[src/rtl/plic_claim_master_if.sv]
// AXI4 master-port bundle for plic_claim_master.
// The master modport is the initiator view; the slave modport is the
// responder view used by whatever sits on the crossbar side.
interface plic_claim_master_if #(
    parameter int ADDR_W = 32,
    parameter int DATA_W = 32,
    parameter int ID_W   = 2,
    parameter int STRB_W = DATA_W / 8
);
    // write address channel
    logic [ID_W-1:0]   awid;
    logic [ADDR_W-1:0] awaddr;
    logic [7:0]        awlen;
    logic [2:0]        awsize;
    logic [1:0]        awburst;
    logic              awlock;
    logic [3:0]        awcache;
    logic [2:0]        awprot;
    logic [3:0]        awqos;
    logic [3:0]        awregion;
    logic              awvalid;
    logic              awready;
    // write data channel
    logic [DATA_W-1:0] wdata;
    logic [STRB_W-1:0] wstrb;
    logic              wlast;
    logic              wvalid;
    logic              wready;
    // write response channel
    logic [ID_W-1:0]   bid;
    logic [1:0]        bresp;
    logic              bvalid;
    logic              bready;
    // read address channel
    logic [ID_W-1:0]   arid;
    logic [ADDR_W-1:0] araddr;
    logic [7:0]        arlen;
    logic [2:0]        arsize;
    logic [1:0]        arburst;
    logic              arlock;
    logic [3:0]        arcache;
    logic [2:0]        arprot;
    logic [3:0]        arqos;
    logic [3:0]        arregion;
    logic              arvalid;
    logic              arready;
    // read data channel
    logic [ID_W-1:0]   rid;
    logic [DATA_W-1:0] rdata;
    logic [1:0]        rresp;
    logic              rlast;
    logic              rvalid;
    logic              rready;

    modport master (
        output awid, awaddr, awlen, awsize, awburst, awlock, awcache, awprot,
               awqos, awregion, awvalid,
        input  awready,
        output wdata, wstrb, wlast, wvalid,
        input  wready,
        input  bid, bresp, bvalid,
        output bready,
        output arid, araddr, arlen, arsize, arburst, arlock, arcache, arprot,
               arqos, arregion, arvalid,
        input  arready,
        input  rid, rdata, rresp, rlast, rvalid,
        output rready
    );

    modport slave (
        input  awid, awaddr, awlen, awsize, awburst, awlock, awcache, awprot,
               awqos, awregion, awvalid,
        output awready,
        input  wdata, wstrb, wlast, wvalid,
        output wready,
        output bid, bresp, bvalid,
        input  bready,
        input  arid, araddr, arlen, arsize, arburst, arlock, arcache, arprot,
               arqos, arregion, arvalid,
        output arready,
        output rid, rdata, rresp, rlast, rvalid,
        input  rready
    );
endinterface

[src/rtl/plic_claim_master.sv]
// plic_claim_master: hart-side AXI4 initiator for one PLIC target context.
// On irq_i it reads the claim/complete register, presents the claimed ID
// until done_i, then writes the ID back to complete the interrupt.
// Optional: define PLIC_CLAIM_STATS_EN to add claim/spurious/error counters.
module plic_claim_master #(
    parameter int                        AXI_ADDR_WIDTH = 32,
    parameter int                        AXI_DATA_WIDTH = 32,
    parameter int                        AXI_ID_WIDTH   = 2,
    parameter int                        AXI_STRB_WIDTH = AXI_DATA_WIDTH / 8,
    parameter logic [AXI_ID_WIDTH-1:0]   AXI_TXN_ID     = {AXI_ID_WIDTH{1'b0}},
    parameter logic [AXI_ADDR_WIDTH-1:0] PLIC_BASE_ADDR = 32'h0400_0000,
    parameter int                        TARGET_ID      = 0,
    parameter int                        SRCW           = 5
) (
    input  logic                 clk_i,
    input  logic                 rst_i,
    input  logic                 irq_i,
    output logic [SRCW-1:0]      id_o,
    output logic                 id_valid_o,
    input  logic                 done_i,
    output logic                 busy_o,
    output logic                 spurious_o,
    output logic                 err_o,
    plic_claim_master_if.master  m_axi
`ifdef PLIC_CLAIM_STATS_EN
    ,
    output logic [31:0]          claim_cnt_o,
    output logic [31:0]          spurious_cnt_o,
    output logic [31:0]          err_cnt_o
`endif
);

    // Claim/complete register of this context; sum wraps at the address width.
    localparam logic [AXI_ADDR_WIDTH-1:0] CLAIM_OFFSET =
        AXI_ADDR_WIDTH'(32'h0020_0004 + 32'(TARGET_ID) * 32'h0000_1000);
    localparam logic [AXI_ADDR_WIDTH-1:0] CLAIM_ADDR = PLIC_BASE_ADDR + CLAIM_OFFSET;
    localparam logic [1:0] RESP_OKAY = 2'b00;

    typedef enum logic [2:0] {
        IDLE = 3'd0,
        AR   = 3'd1,
        RD   = 3'd2,
        PEND = 3'd3,
        WR   = 3'd4,
        BR   = 3'd5
    } state_t;

    state_t          state_q, state_d;
    logic [SRCW-1:0] id_q, id_d;
    logic            id_valid_q, id_valid_d;
    logic            busy_q, busy_d;
    logic            spurious_q, spurious_d;
    logic            err_q, err_d;
    logic            arvalid_q, arvalid_d;
    logic            rready_q, rready_d;
    logic            awvalid_q, awvalid_d;
    logic            wvalid_q, wvalid_d;
    logic            bready_q, bready_d;
    logic            aw_done_q, aw_done_d;
    logic            w_done_q, w_done_d;

    logic            ar_hs_s;
    logic            r_hit_s;
    logic            aw_hs_s;
    logic            w_hs_s;
    logic            b_hit_s;
    logic [SRCW-1:0] rd_id_s;
    logic            unused_s;

    // Responses carrying a foreign ID are not ours and are simply ignored.
    assign ar_hs_s  = arvalid_q & m_axi.arready;
    assign r_hit_s  = rready_q & m_axi.rvalid & (m_axi.rid == AXI_TXN_ID);
    assign aw_hs_s  = awvalid_q & m_axi.awready;
    assign w_hs_s   = wvalid_q & m_axi.wready;
    assign b_hit_s  = bready_q & m_axi.bvalid & (m_axi.bid == AXI_TXN_ID);
    assign rd_id_s  = m_axi.rdata[SRCW-1:0];
    assign unused_s = ^{m_axi.rlast, m_axi.rdata};

    // Next-state and registered-output decode for the claim/complete FSM.
    always_comb begin
        state_d    = state_q;
        id_d       = id_q;
        aw_done_d  = aw_done_q;
        w_done_d   = w_done_q;
        spurious_d = 1'b0;
        err_d      = 1'b0;
        case (state_q)
            IDLE: begin
                if (irq_i) begin
                    state_d = AR;
                end else begin
                    state_d = IDLE;
                end
            end
            AR: begin
                if (ar_hs_s) begin
                    state_d = RD;
                end else begin
                    state_d = AR;
                end
            end
            RD: begin
                if (r_hit_s) begin
                    id_d = rd_id_s;
                    if (m_axi.rresp != RESP_OKAY) begin
                        err_d   = 1'b1;
                        state_d = IDLE;
                    end else if (rd_id_s == {SRCW{1'b0}}) begin
                        spurious_d = 1'b1;
                        state_d    = IDLE;
                    end else begin
                        state_d = PEND;
                    end
                end else begin
                    state_d = RD;
                end
            end
            PEND: begin
                if (done_i) begin
                    aw_done_d = 1'b0;
                    w_done_d  = 1'b0;
                    state_d   = WR;
                end else begin
                    state_d = PEND;
                end
            end
            WR: begin
                // AW and W complete independently; leave once both are done.
                aw_done_d = aw_done_q | aw_hs_s;
                w_done_d  = w_done_q | w_hs_s;
                if (aw_done_d && w_done_d) begin
                    state_d = BR;
                end else begin
                    state_d = WR;
                end
            end
            BR: begin
                if (b_hit_s) begin
                    err_d   = (m_axi.bresp != RESP_OKAY);
                    state_d = IDLE;
                end else begin
                    state_d = BR;
                end
            end
            default: begin
                state_d = IDLE;
            end
        endcase

        // Outputs are decoded from the next state so they leave the flops glitch-free.
        arvalid_d  = (state_d == AR);
        rready_d   = (state_d == RD);
        awvalid_d  = (state_d == WR) && !aw_done_d;
        wvalid_d   = (state_d == WR) && !w_done_d;
        bready_d   = (state_d == BR);
        id_valid_d = (state_d == PEND);
        busy_d     = (state_d != IDLE);
    end

    // State and output registers with synchronous reset.
    always_ff @(posedge clk_i) begin
        if (rst_i) begin
            state_q    <= IDLE;
            id_q       <= {SRCW{1'b0}};
            id_valid_q <= 1'b0;
            busy_q     <= 1'b0;
            spurious_q <= 1'b0;
            err_q      <= 1'b0;
            arvalid_q  <= 1'b0;
            rready_q   <= 1'b0;
            awvalid_q  <= 1'b0;
            wvalid_q   <= 1'b0;
            bready_q   <= 1'b0;
            aw_done_q  <= 1'b0;
            w_done_q   <= 1'b0;
        end else begin
            state_q    <= state_d;
            id_q       <= id_d;
            id_valid_q <= id_valid_d;
            busy_q     <= busy_d;
            spurious_q <= spurious_d;
            err_q      <= err_d;
            arvalid_q  <= arvalid_d;
            rready_q   <= rready_d;
            awvalid_q  <= awvalid_d;
            wvalid_q   <= wvalid_d;
            bready_q   <= bready_d;
            aw_done_q  <= aw_done_d;
            w_done_q   <= w_done_d;
        end
    end

    assign id_o       = id_q;
    assign id_valid_o = id_valid_q;
    assign busy_o     = busy_q;
    assign spurious_o = spurious_q;
    assign err_o      = err_q;

    assign m_axi.arid     = AXI_TXN_ID;
    assign m_axi.araddr   = CLAIM_ADDR;
    assign m_axi.arlen    = 8'h00;
    assign m_axi.arsize   = 3'b010;
    assign m_axi.arburst  = 2'b01;
    assign m_axi.arlock   = 1'b0;
    assign m_axi.arcache  = 4'b0010;
    assign m_axi.arprot   = 3'b000;
    assign m_axi.arqos    = 4'h0;
    assign m_axi.arregion = 4'h0;
    assign m_axi.arvalid  = arvalid_q;
    assign m_axi.rready   = rready_q;

    assign m_axi.awid     = AXI_TXN_ID;
    assign m_axi.awaddr   = CLAIM_ADDR;
    assign m_axi.awlen    = 8'h00;
    assign m_axi.awsize   = 3'b010;
    assign m_axi.awburst  = 2'b01;
    assign m_axi.awlock   = 1'b0;
    assign m_axi.awcache  = 4'b0010;
    assign m_axi.awprot   = 3'b000;
    assign m_axi.awqos    = 4'h0;
    assign m_axi.awregion = 4'h0;
    assign m_axi.awvalid  = awvalid_q;
    assign m_axi.wdata    = {{(AXI_DATA_WIDTH-SRCW){1'b0}}, id_q};
    assign m_axi.wstrb    = {AXI_STRB_WIDTH{1'b1}};
    assign m_axi.wlast    = 1'b1;
    assign m_axi.wvalid   = wvalid_q;
    assign m_axi.bready   = bready_q;

`ifdef PLIC_CLAIM_STATS_EN
    logic [31:0] claim_cnt_q, claim_cnt_d;
    logic [31:0] spurious_cnt_q, spurious_cnt_d;
    logic [31:0] err_cnt_q, err_cnt_d;

    // Event counters; they wrap naturally at 32 bits.
    always_comb begin
        claim_cnt_d    = claim_cnt_q;
        spurious_cnt_d = spurious_cnt_q;
        err_cnt_d      = err_cnt_q;
        if ((state_q == RD) && (state_d == PEND)) begin
            claim_cnt_d = claim_cnt_q + 32'd1;
        end else begin
            claim_cnt_d = claim_cnt_q;
        end
        if (spurious_d) begin
            spurious_cnt_d = spurious_cnt_q + 32'd1;
        end else begin
            spurious_cnt_d = spurious_cnt_q;
        end
        if (err_d) begin
            err_cnt_d = err_cnt_q + 32'd1;
        end else begin
            err_cnt_d = err_cnt_q;
        end
    end

    // Counter registers with synchronous reset.
    always_ff @(posedge clk_i) begin
        if (rst_i) begin
            claim_cnt_q    <= 32'd0;
            spurious_cnt_q <= 32'd0;
            err_cnt_q      <= 32'd0;
        end else begin
            claim_cnt_q    <= claim_cnt_d;
            spurious_cnt_q <= spurious_cnt_d;
            err_cnt_q      <= err_cnt_d;
        end
    end

    assign claim_cnt_o    = claim_cnt_q;
    assign spurious_cnt_o = spurious_cnt_q;
    assign err_cnt_o      = err_cnt_q;
`endif

endmodule
[src/flat_wrapper.sv]
// flat-port wrapper written by rule: the top's interface ports become plain ports
module plic_claim_master_flat 
#(
    parameter int                        AXI_ADDR_WIDTH = 32,
    parameter int                        AXI_DATA_WIDTH = 32,
    parameter int                        AXI_ID_WIDTH   = 2,
    parameter int                        AXI_STRB_WIDTH = AXI_DATA_WIDTH / 8,
    parameter logic [AXI_ID_WIDTH-1:0]   AXI_TXN_ID     = {AXI_ID_WIDTH{1'b0}},
    parameter logic [AXI_ADDR_WIDTH-1:0] PLIC_BASE_ADDR = 32'h0400_0000,
    parameter int                        TARGET_ID      = 0,
    parameter int                        SRCW           = 5
)
  (clk_i, rst_i, irq_i, id_o, id_valid_o, done_i, busy_o, spurious_o, err_o, m_axi_awid, m_axi_awaddr, m_axi_awlen, m_axi_awsize, m_axi_awburst, m_axi_awlock, m_axi_awcache, m_axi_awprot, m_axi_awqos, m_axi_awregion, m_axi_awvalid, m_axi_awready, m_axi_wdata, m_axi_wstrb, m_axi_wlast, m_axi_wvalid, m_axi_wready, m_axi_bid, m_axi_bresp, m_axi_bvalid, m_axi_bready, m_axi_arid, m_axi_araddr, m_axi_arlen, m_axi_arsize, m_axi_arburst, m_axi_arlock, m_axi_arcache, m_axi_arprot, m_axi_arqos, m_axi_arregion, m_axi_arvalid, m_axi_arready, m_axi_rid, m_axi_rdata, m_axi_rresp, m_axi_rlast, m_axi_rvalid, m_axi_rready);
  plic_claim_master_if m_axi_i ();
  input  logic clk_i;
  input  logic rst_i;
  input  logic irq_i;
  output logic [SRCW-1:0] id_o;
  output logic id_valid_o;
  input  logic done_i;
  output logic busy_o;
  output logic spurious_o;
  output logic err_o;
  output wire logic [$bits(m_axi_i.awid)-1:0] m_axi_awid;
  output wire logic [$bits(m_axi_i.awaddr)-1:0] m_axi_awaddr;
  output wire logic [$bits(m_axi_i.awlen)-1:0] m_axi_awlen;
  output wire logic [$bits(m_axi_i.awsize)-1:0] m_axi_awsize;
  output wire logic [$bits(m_axi_i.awburst)-1:0] m_axi_awburst;
  output wire logic [$bits(m_axi_i.awlock)-1:0] m_axi_awlock;
  output wire logic [$bits(m_axi_i.awcache)-1:0] m_axi_awcache;
  output wire logic [$bits(m_axi_i.awprot)-1:0] m_axi_awprot;
  output wire logic [$bits(m_axi_i.awqos)-1:0] m_axi_awqos;
  output wire logic [$bits(m_axi_i.awregion)-1:0] m_axi_awregion;
  output wire logic [$bits(m_axi_i.awvalid)-1:0] m_axi_awvalid;
  input wire logic [$bits(m_axi_i.awready)-1:0] m_axi_awready;
  output wire logic [$bits(m_axi_i.wdata)-1:0] m_axi_wdata;
  output wire logic [$bits(m_axi_i.wstrb)-1:0] m_axi_wstrb;
  output wire logic [$bits(m_axi_i.wlast)-1:0] m_axi_wlast;
  output wire logic [$bits(m_axi_i.wvalid)-1:0] m_axi_wvalid;
  input wire logic [$bits(m_axi_i.wready)-1:0] m_axi_wready;
  input wire logic [$bits(m_axi_i.bid)-1:0] m_axi_bid;
  input wire logic [$bits(m_axi_i.bresp)-1:0] m_axi_bresp;
  input wire logic [$bits(m_axi_i.bvalid)-1:0] m_axi_bvalid;
  output wire logic [$bits(m_axi_i.bready)-1:0] m_axi_bready;
  output wire logic [$bits(m_axi_i.arid)-1:0] m_axi_arid;
  output wire logic [$bits(m_axi_i.araddr)-1:0] m_axi_araddr;
  output wire logic [$bits(m_axi_i.arlen)-1:0] m_axi_arlen;
  output wire logic [$bits(m_axi_i.arsize)-1:0] m_axi_arsize;
  output wire logic [$bits(m_axi_i.arburst)-1:0] m_axi_arburst;
  output wire logic [$bits(m_axi_i.arlock)-1:0] m_axi_arlock;
  output wire logic [$bits(m_axi_i.arcache)-1:0] m_axi_arcache;
  output wire logic [$bits(m_axi_i.arprot)-1:0] m_axi_arprot;
  output wire logic [$bits(m_axi_i.arqos)-1:0] m_axi_arqos;
  output wire logic [$bits(m_axi_i.arregion)-1:0] m_axi_arregion;
  output wire logic [$bits(m_axi_i.arvalid)-1:0] m_axi_arvalid;
  input wire logic [$bits(m_axi_i.arready)-1:0] m_axi_arready;
  input wire logic [$bits(m_axi_i.rid)-1:0] m_axi_rid;
  input wire logic [$bits(m_axi_i.rdata)-1:0] m_axi_rdata;
  input wire logic [$bits(m_axi_i.rresp)-1:0] m_axi_rresp;
  input wire logic [$bits(m_axi_i.rlast)-1:0] m_axi_rlast;
  input wire logic [$bits(m_axi_i.rvalid)-1:0] m_axi_rvalid;
  output wire logic [$bits(m_axi_i.rready)-1:0] m_axi_rready;
  assign m_axi_awid = m_axi_i.awid;
  assign m_axi_awaddr = m_axi_i.awaddr;
  assign m_axi_awlen = m_axi_i.awlen;
  assign m_axi_awsize = m_axi_i.awsize;
  assign m_axi_awburst = m_axi_i.awburst;
  assign m_axi_awlock = m_axi_i.awlock;
  assign m_axi_awcache = m_axi_i.awcache;
  assign m_axi_awprot = m_axi_i.awprot;
  assign m_axi_awqos = m_axi_i.awqos;
  assign m_axi_awregion = m_axi_i.awregion;
  assign m_axi_awvalid = m_axi_i.awvalid;
  assign m_axi_i.awready = m_axi_awready;
  assign m_axi_wdata = m_axi_i.wdata;
  assign m_axi_wstrb = m_axi_i.wstrb;
  assign m_axi_wlast = m_axi_i.wlast;
  assign m_axi_wvalid = m_axi_i.wvalid;
  assign m_axi_i.wready = m_axi_wready;
  assign m_axi_i.bid = m_axi_bid;
  assign m_axi_i.bresp = m_axi_bresp;
  assign m_axi_i.bvalid = m_axi_bvalid;
  assign m_axi_bready = m_axi_i.bready;
  assign m_axi_arid = m_axi_i.arid;
  assign m_axi_araddr = m_axi_i.araddr;
  assign m_axi_arlen = m_axi_i.arlen;
  assign m_axi_arsize = m_axi_i.arsize;
  assign m_axi_arburst = m_axi_i.arburst;
  assign m_axi_arlock = m_axi_i.arlock;
  assign m_axi_arcache = m_axi_i.arcache;
  assign m_axi_arprot = m_axi_i.arprot;
  assign m_axi_arqos = m_axi_i.arqos;
  assign m_axi_arregion = m_axi_i.arregion;
  assign m_axi_arvalid = m_axi_i.arvalid;
  assign m_axi_i.arready = m_axi_arready;
  assign m_axi_i.rid = m_axi_rid;
  assign m_axi_i.rdata = m_axi_rdata;
  assign m_axi_i.rresp = m_axi_rresp;
  assign m_axi_i.rlast = m_axi_rlast;
  assign m_axi_i.rvalid = m_axi_rvalid;
  assign m_axi_rready = m_axi_i.rready;
  plic_claim_master #(.AXI_ADDR_WIDTH(AXI_ADDR_WIDTH), .AXI_DATA_WIDTH(AXI_DATA_WIDTH), .AXI_ID_WIDTH(AXI_ID_WIDTH), .AXI_STRB_WIDTH(AXI_STRB_WIDTH), .AXI_TXN_ID(AXI_TXN_ID), .PLIC_BASE_ADDR(PLIC_BASE_ADDR), .TARGET_ID(TARGET_ID), .SRCW(SRCW)) u_core (.clk_i(clk_i), .rst_i(rst_i), .irq_i(irq_i), .id_o(id_o), .id_valid_o(id_valid_o), .done_i(done_i), .busy_o(busy_o), .spurious_o(spurious_o), .err_o(err_o), .m_axi(m_axi_i));
endmodule
[config.mk]
export PLATFORM = sky130hd
export DESIGN_NAME = plic_claim_master_flat
export DESIGN_NICKNAME = d
export VERILOG_FILES = /design/src/rtl/plic_claim_master_if.sv /design/src/rtl/plic_claim_master.sv /design/src/flat_wrapper.sv
export SDC_FILE = /design/constraint.sdc
export NUM_CORES = 1
export LEC_CHECK = 0
export CORE_UTILIZATION = 26
export CTS_CLUSTER_DIAMETER = 120
export DETAILED_ROUTE_END_ITERATION = 6
export PLACE_DENSITY = 0.89
export SYNTH_ARGS = -nofsm -noshare
export SYNTH_HDL_FRONTEND = slang
export SYNTH_SLANG_ARGS = --single-unit
[constraint.sdc]
create_clock -name clk_i -period 1.5 [get_ports clk_i]
set_input_delay 0.3 -clock clk_i [delete_from_list [all_inputs] [get_ports clk_i]]
set_output_delay 0.3 -clock clk_i [all_outputs]
set_load 0.01 [all_outputs]
==> impl_metrics.prom <==
# TYPE chip_impl_metric gauge
chip_impl_info{name="run_status",value="finished with violations"} 1
chip_impl_metric{name="final_min_period_over_clock_period",unit="%"} 111
chip_impl_info{name="cp-start-kind",value="input port"} 1
chip_impl_metric{name="layoutNonFillerInstCount",unit=""} 430
chip_impl_metric{name="synth_area_per_inst",unit="sq um"} 8.14
chip_impl_metric{name="total_number_of_h_tree_levels",unit=""} 1
chip_impl_metric{name="setup_ws",unit="ns"} -0.165
chip_impl_metric{name="post-route-cell-area",unit="sq um"} 2450
chip_impl_metric{name="place.gp.congestion",unit=""} 0.865
chip_impl_info{name="hold_path_class",value="in2reg"} 1
chip_impl_metric{name="syn_to_final_growth",unit="%"} 16.1
chip_impl_metric{name="p_leak",unit="nW"} 1.33
chip_impl_info{name="hold_path.startpoint",value="m_axi_rdata[2]"} 1
chip_impl_metric{name="cts_sinks",unit=""} 19
chip_impl_metric{name="syn_area",unit="sq um"} 2110
chip_impl_metric{name="final_antenna_net_count",unit=""} 0
chip_impl_metric{name="io_buffer_count",unit=""} 40
chip_impl_metric{name="cts_buffers",unit=""} 3
chip_impl_metric{name="drtIter0Drc",unit=""} 14
chip_impl_info{name="post-synth-top-area-cell",value="sky130_fd_sc_hd__buf_4"} 1
chip_impl_metric{name="placed_cells",unit=""} 415
chip_impl_metric{name="num-nets-final",unit=""} 379
chip_impl_metric{name="cp_max_fanout",unit=""} 3
chip_impl_info{name="most-common-layout-cells",value="158 x sky130_fd_sc_hd__conb_1, 31 x sky130_fd_sc_hd__buf_4, 19 x sky130_fd_sc_hd__clkdlybuf4s50_1, 13 x sky130_fd_sc_hd__dfxtp_1, 12 x sky130_fd_sc_hd__dlygate4sd2_1"} 1
chip_impl_metric{name="detail_route.drc_violations",unit=""} 0
chip_impl_metric{name="placeableCoreArea",unit="sq um"} 7770
chip_impl_metric{name="synth_warnings",unit=""} 0
chip_impl_info{name="path_class",value="in2reg"} 1
chip_impl_metric{name="detail_route.vias_per_cell",unit=""} 3.42
chip_impl_metric{name="worst_hold_check_slack",unit="ns"} 0.334
chip_impl_metric{name="worst_ep_arrival_time",unit="ns"} 1.83
chip_impl_metric{name="report.final.setup_viol",unit=""} 9
chip_impl_metric{name="drive_above_1_share",unit="%"} 21.6
chip_impl_metric{name="via_count",unit=""} 1470
chip_impl_info{name="tritoncts",value="built"} 1
chip_impl_metric{name="synth_cell_type_count",unit=""} 37
chip_impl_metric{name="cts-root-to-sink-buffers",unit=""} 2
chip_impl_metric{name="synth_top_area_share",unit="%"} 58.0
chip_impl_metric{name="antenna_found_initial",unit=""} 0
chip_impl_metric{name="postSynth.asyncResetShare",unit="%"} 0
chip_impl_metric{name="synth_cells",unit=""} 259
chip_impl_info{name="synth.area.top_cells",value="sky130_fd_sc_hd__buf_4 58%, sky130_fd_sc_hd__dfxtp_1 18%, sky130_fd_sc_hd__a21oi_1 2.8%, sky130_fd_sc_hd__nand2_1 1.6%, sky130_fd_sc_hd__nand3_1 1.4%"} 1
chip_impl_metric{name="die_w",unit="um"} 92.1
chip_impl_metric{name="clkSlewWorstSetupHoldPaths",unit="ns"} 0.07
chip_impl_metric{name="finalHoldViolCount",unit=""} 0
chip_impl_metric{name="boundaryPins",unit=""} 227
chip_impl_metric{name="powerDensity",unit="nW/um^2"} 534
chip_impl_info{name="startpoint",value="m_axi_arready"} 1
chip_impl_metric{name="min_path_cells",unit=""} 3
chip_impl_metric{name="floorplan.rows",unit=""} 32
chip_impl_metric{name="synth-edff-count",unit=""} 0
chip_impl_metric{name="global_route.overflow_total",unit=""} 0
chip_impl_info{name="violations",value="setup timing"} 1
chip_impl_metric{name="ctsHoldBuffers",unit=""} 0
chip_impl_metric{name="die_area",unit="sq um"} 8470
chip_impl_metric{name="ff2ff_path_depth",unit=""} 5
chip_impl_info{name="clock-root-buffer",value="sky130_fd_sc_hd__clkbuf_8"} 1
chip_impl_metric{name="cap_violations",unit=""} 0
chip_impl_metric{name="total_wirelength_of_the_detailed_routed_design",unit="mm"} 4.19
chip_impl_metric{name="placed_area",unit="sq um"} 2190
chip_impl_metric{name="antenna_cells",unit=""} 0
chip_impl_metric{name="dp.final_hpwl",unit="mm"} 3.03
chip_impl_info{name="ys_dominant_reg_cell",value="sky130_fd_sc_hd__dfxtp_1"} 1
chip_impl_metric{name="slew_violations",unit=""} 0
chip_impl_info{name="endpoint_kind",value="flip-flop"} 1
chip_impl_info{name="most_common_library_cell_in_the_layout_ignoring_fill_and_taps",value="sky130_fd_sc_hd__conb_1"} 1
chip_impl_metric{name="cp_data_required_time",unit="ns"} 1.66
chip_impl_info{name="worstReg2RegStart",value="u_core.state_q[2]"} 1
chip_impl_metric{name="insertion_delay",unit="ns"} 0.26
chip_impl_metric{name="first_pass_iteration_count_of_the_detailed_router",unit=""} 4
chip_impl_metric{name="min_period",unit="ns"} 1.67
chip_impl_metric{name="ys_seq_elements",unit=""} 19
chip_impl_info{name="rsz_0062_raised_after_global_routing",value="yes"} 1
chip_impl_metric{name="max_freq",unit="MHz"} 601
chip_impl_metric{name="grt_first_pass_wirelength",unit="mm"} 5.62
chip_impl_metric{name="height_of_the_die",unit="um"} 92.1
chip_impl_metric{name="vdd.ir_drop.worst",unit="uV"} 283
chip_impl_metric{name="grt.total_usage",unit="%"} 8.51
chip_impl_metric{name="initial_core_util",unit="%"} 27.1
chip_impl_metric{name="synth-seq-area-share",unit="%"} 18.0
chip_impl_metric{name="grt_pass1_vias",unit=""} 1184
chip_impl_metric{name="pin_count_of_the_biggest_net_entering_global_routing",unit=""} 12
chip_impl_metric{name="fin_worst_skew",unit="ns"} 0.00557
chip_impl_metric{name="drt-wirelength-per-cell",unit="um"} 9.74
==> cell families (layout without fill, tap and decap cells) <==
logic type,Yosys count,after routing,synth area share (%)
compound gates,24,24,8.19
buf+inv,170,83,59.4
flops,19,19,18.0
other cells,2,158,0.356
simple gates,44,44,14.0
==> sequential cells by signal, summed over array words and instances, names as in the netlist <==
register              flops
u_core.busy_o             1
u_core.spurious_o         1
u_core.m_axi.rready       1
u_core.id_valid_o         1
u_core.w_done_q           1
u_core.m_axi.arvalid      1
u_core.m_axi.wvalid       1
u_core.aw_done_q          1
u_core.id_o               5
u_core.m_axi.awvalid      1
u_core.err_o              1
u_core.state_q            3
u_core.m_axi.bready       1
==> path summary, 6_finish.rpt <==
check,to,slack (ns)
hold / removal,u_core.id_o[2],0.33
setup reg to reg,u_core.m_axi.awvalid,-0.17
setup / recovery,u_core.m_axi.awvalid,-0.17
hold reg to reg,u_core.id_o[0],0.47
==> per-stage QoR <==
stage	setup TNS [ns]	utilization [%]	setup slack [ns]	power, mW
finish	-1.07	31.5	-0.165	1.31
global route	-1.55	31.5	-0.208	1.38
CTS	-0.770	30.4	-0.130	1.28
detailed placement	-5.56	28.2	-0.634	0.909
global placement	-5.05	28.2	-0.592	0.902
floorplan	-0.108	-	-0.0996	1.08
==> critical path: stages <==
cell and delay, ns:
sky130_fd_sc_hd__clkdlybuf4s50_1 0.49, sky130_fd_sc_hd__and3_4 0.20, sky130_fd_sc_hd__nor4_4 0.05, sky130_fd_sc_hd__a2111o_1 0.35, sky130_fd_sc_hd__buf_6 0.16, sky130_fd_sc_hd__nor4_4 0.27
==> cell type report <==
cell class / instances / area (sq um)
Inverter: 4 / 15.0
Sequential cell: 19 / 395
Tap cell: 102 / 128
Multi-Input combinational cell: 226 / 1190
Clock inverter: 1 / 5.00
Timing Repair Buffer: 75 / 674
Fill cell: 804 / 5320
Clock buffer: 3 / 41.3
==> synthesized netlist by cell type, types with 4 or more instances <==
library cell / n
sky130_fd_sc_hd__a21oi_1: 12
sky130_fd_sc_hd__buf_4: 163
sky130_fd_sc_hd__dfxtp_1: 19
sky130_fd_sc_hd__inv_1: 4
sky130_fd_sc_hd__nand2_1: 9
sky130_fd_sc_hd__nand3_1: 6
sky130_fd_sc_hd__nor2_1: 5
sky130_fd_sc_hd__nor4_1: 4
==> routing by layer <==
layer	track usage (%)	share of wire, %
met1	7.48	31
met2	16.9	56
met3	1.58	9.7
met4	6.38	4.0
met5	0	0
==> what timing repair did <==
item                                    CTS  global route
resized for setup                        42            15
endpoints found under the hold margin     0             0
endpoints found under the setup margin   12            15
setup buffers                             8             3
pin swaps                                13             7
==> where the power goes <==
part / switching (mW) / total [mW] / internal [mW]
clock network: 0.168 / 0.352 / 0.185
logic: 0.284 / 0.422 / 0.138
registers: 0.0164 / 0.533 / 0.516
Power figures use the tool's default switching activity.
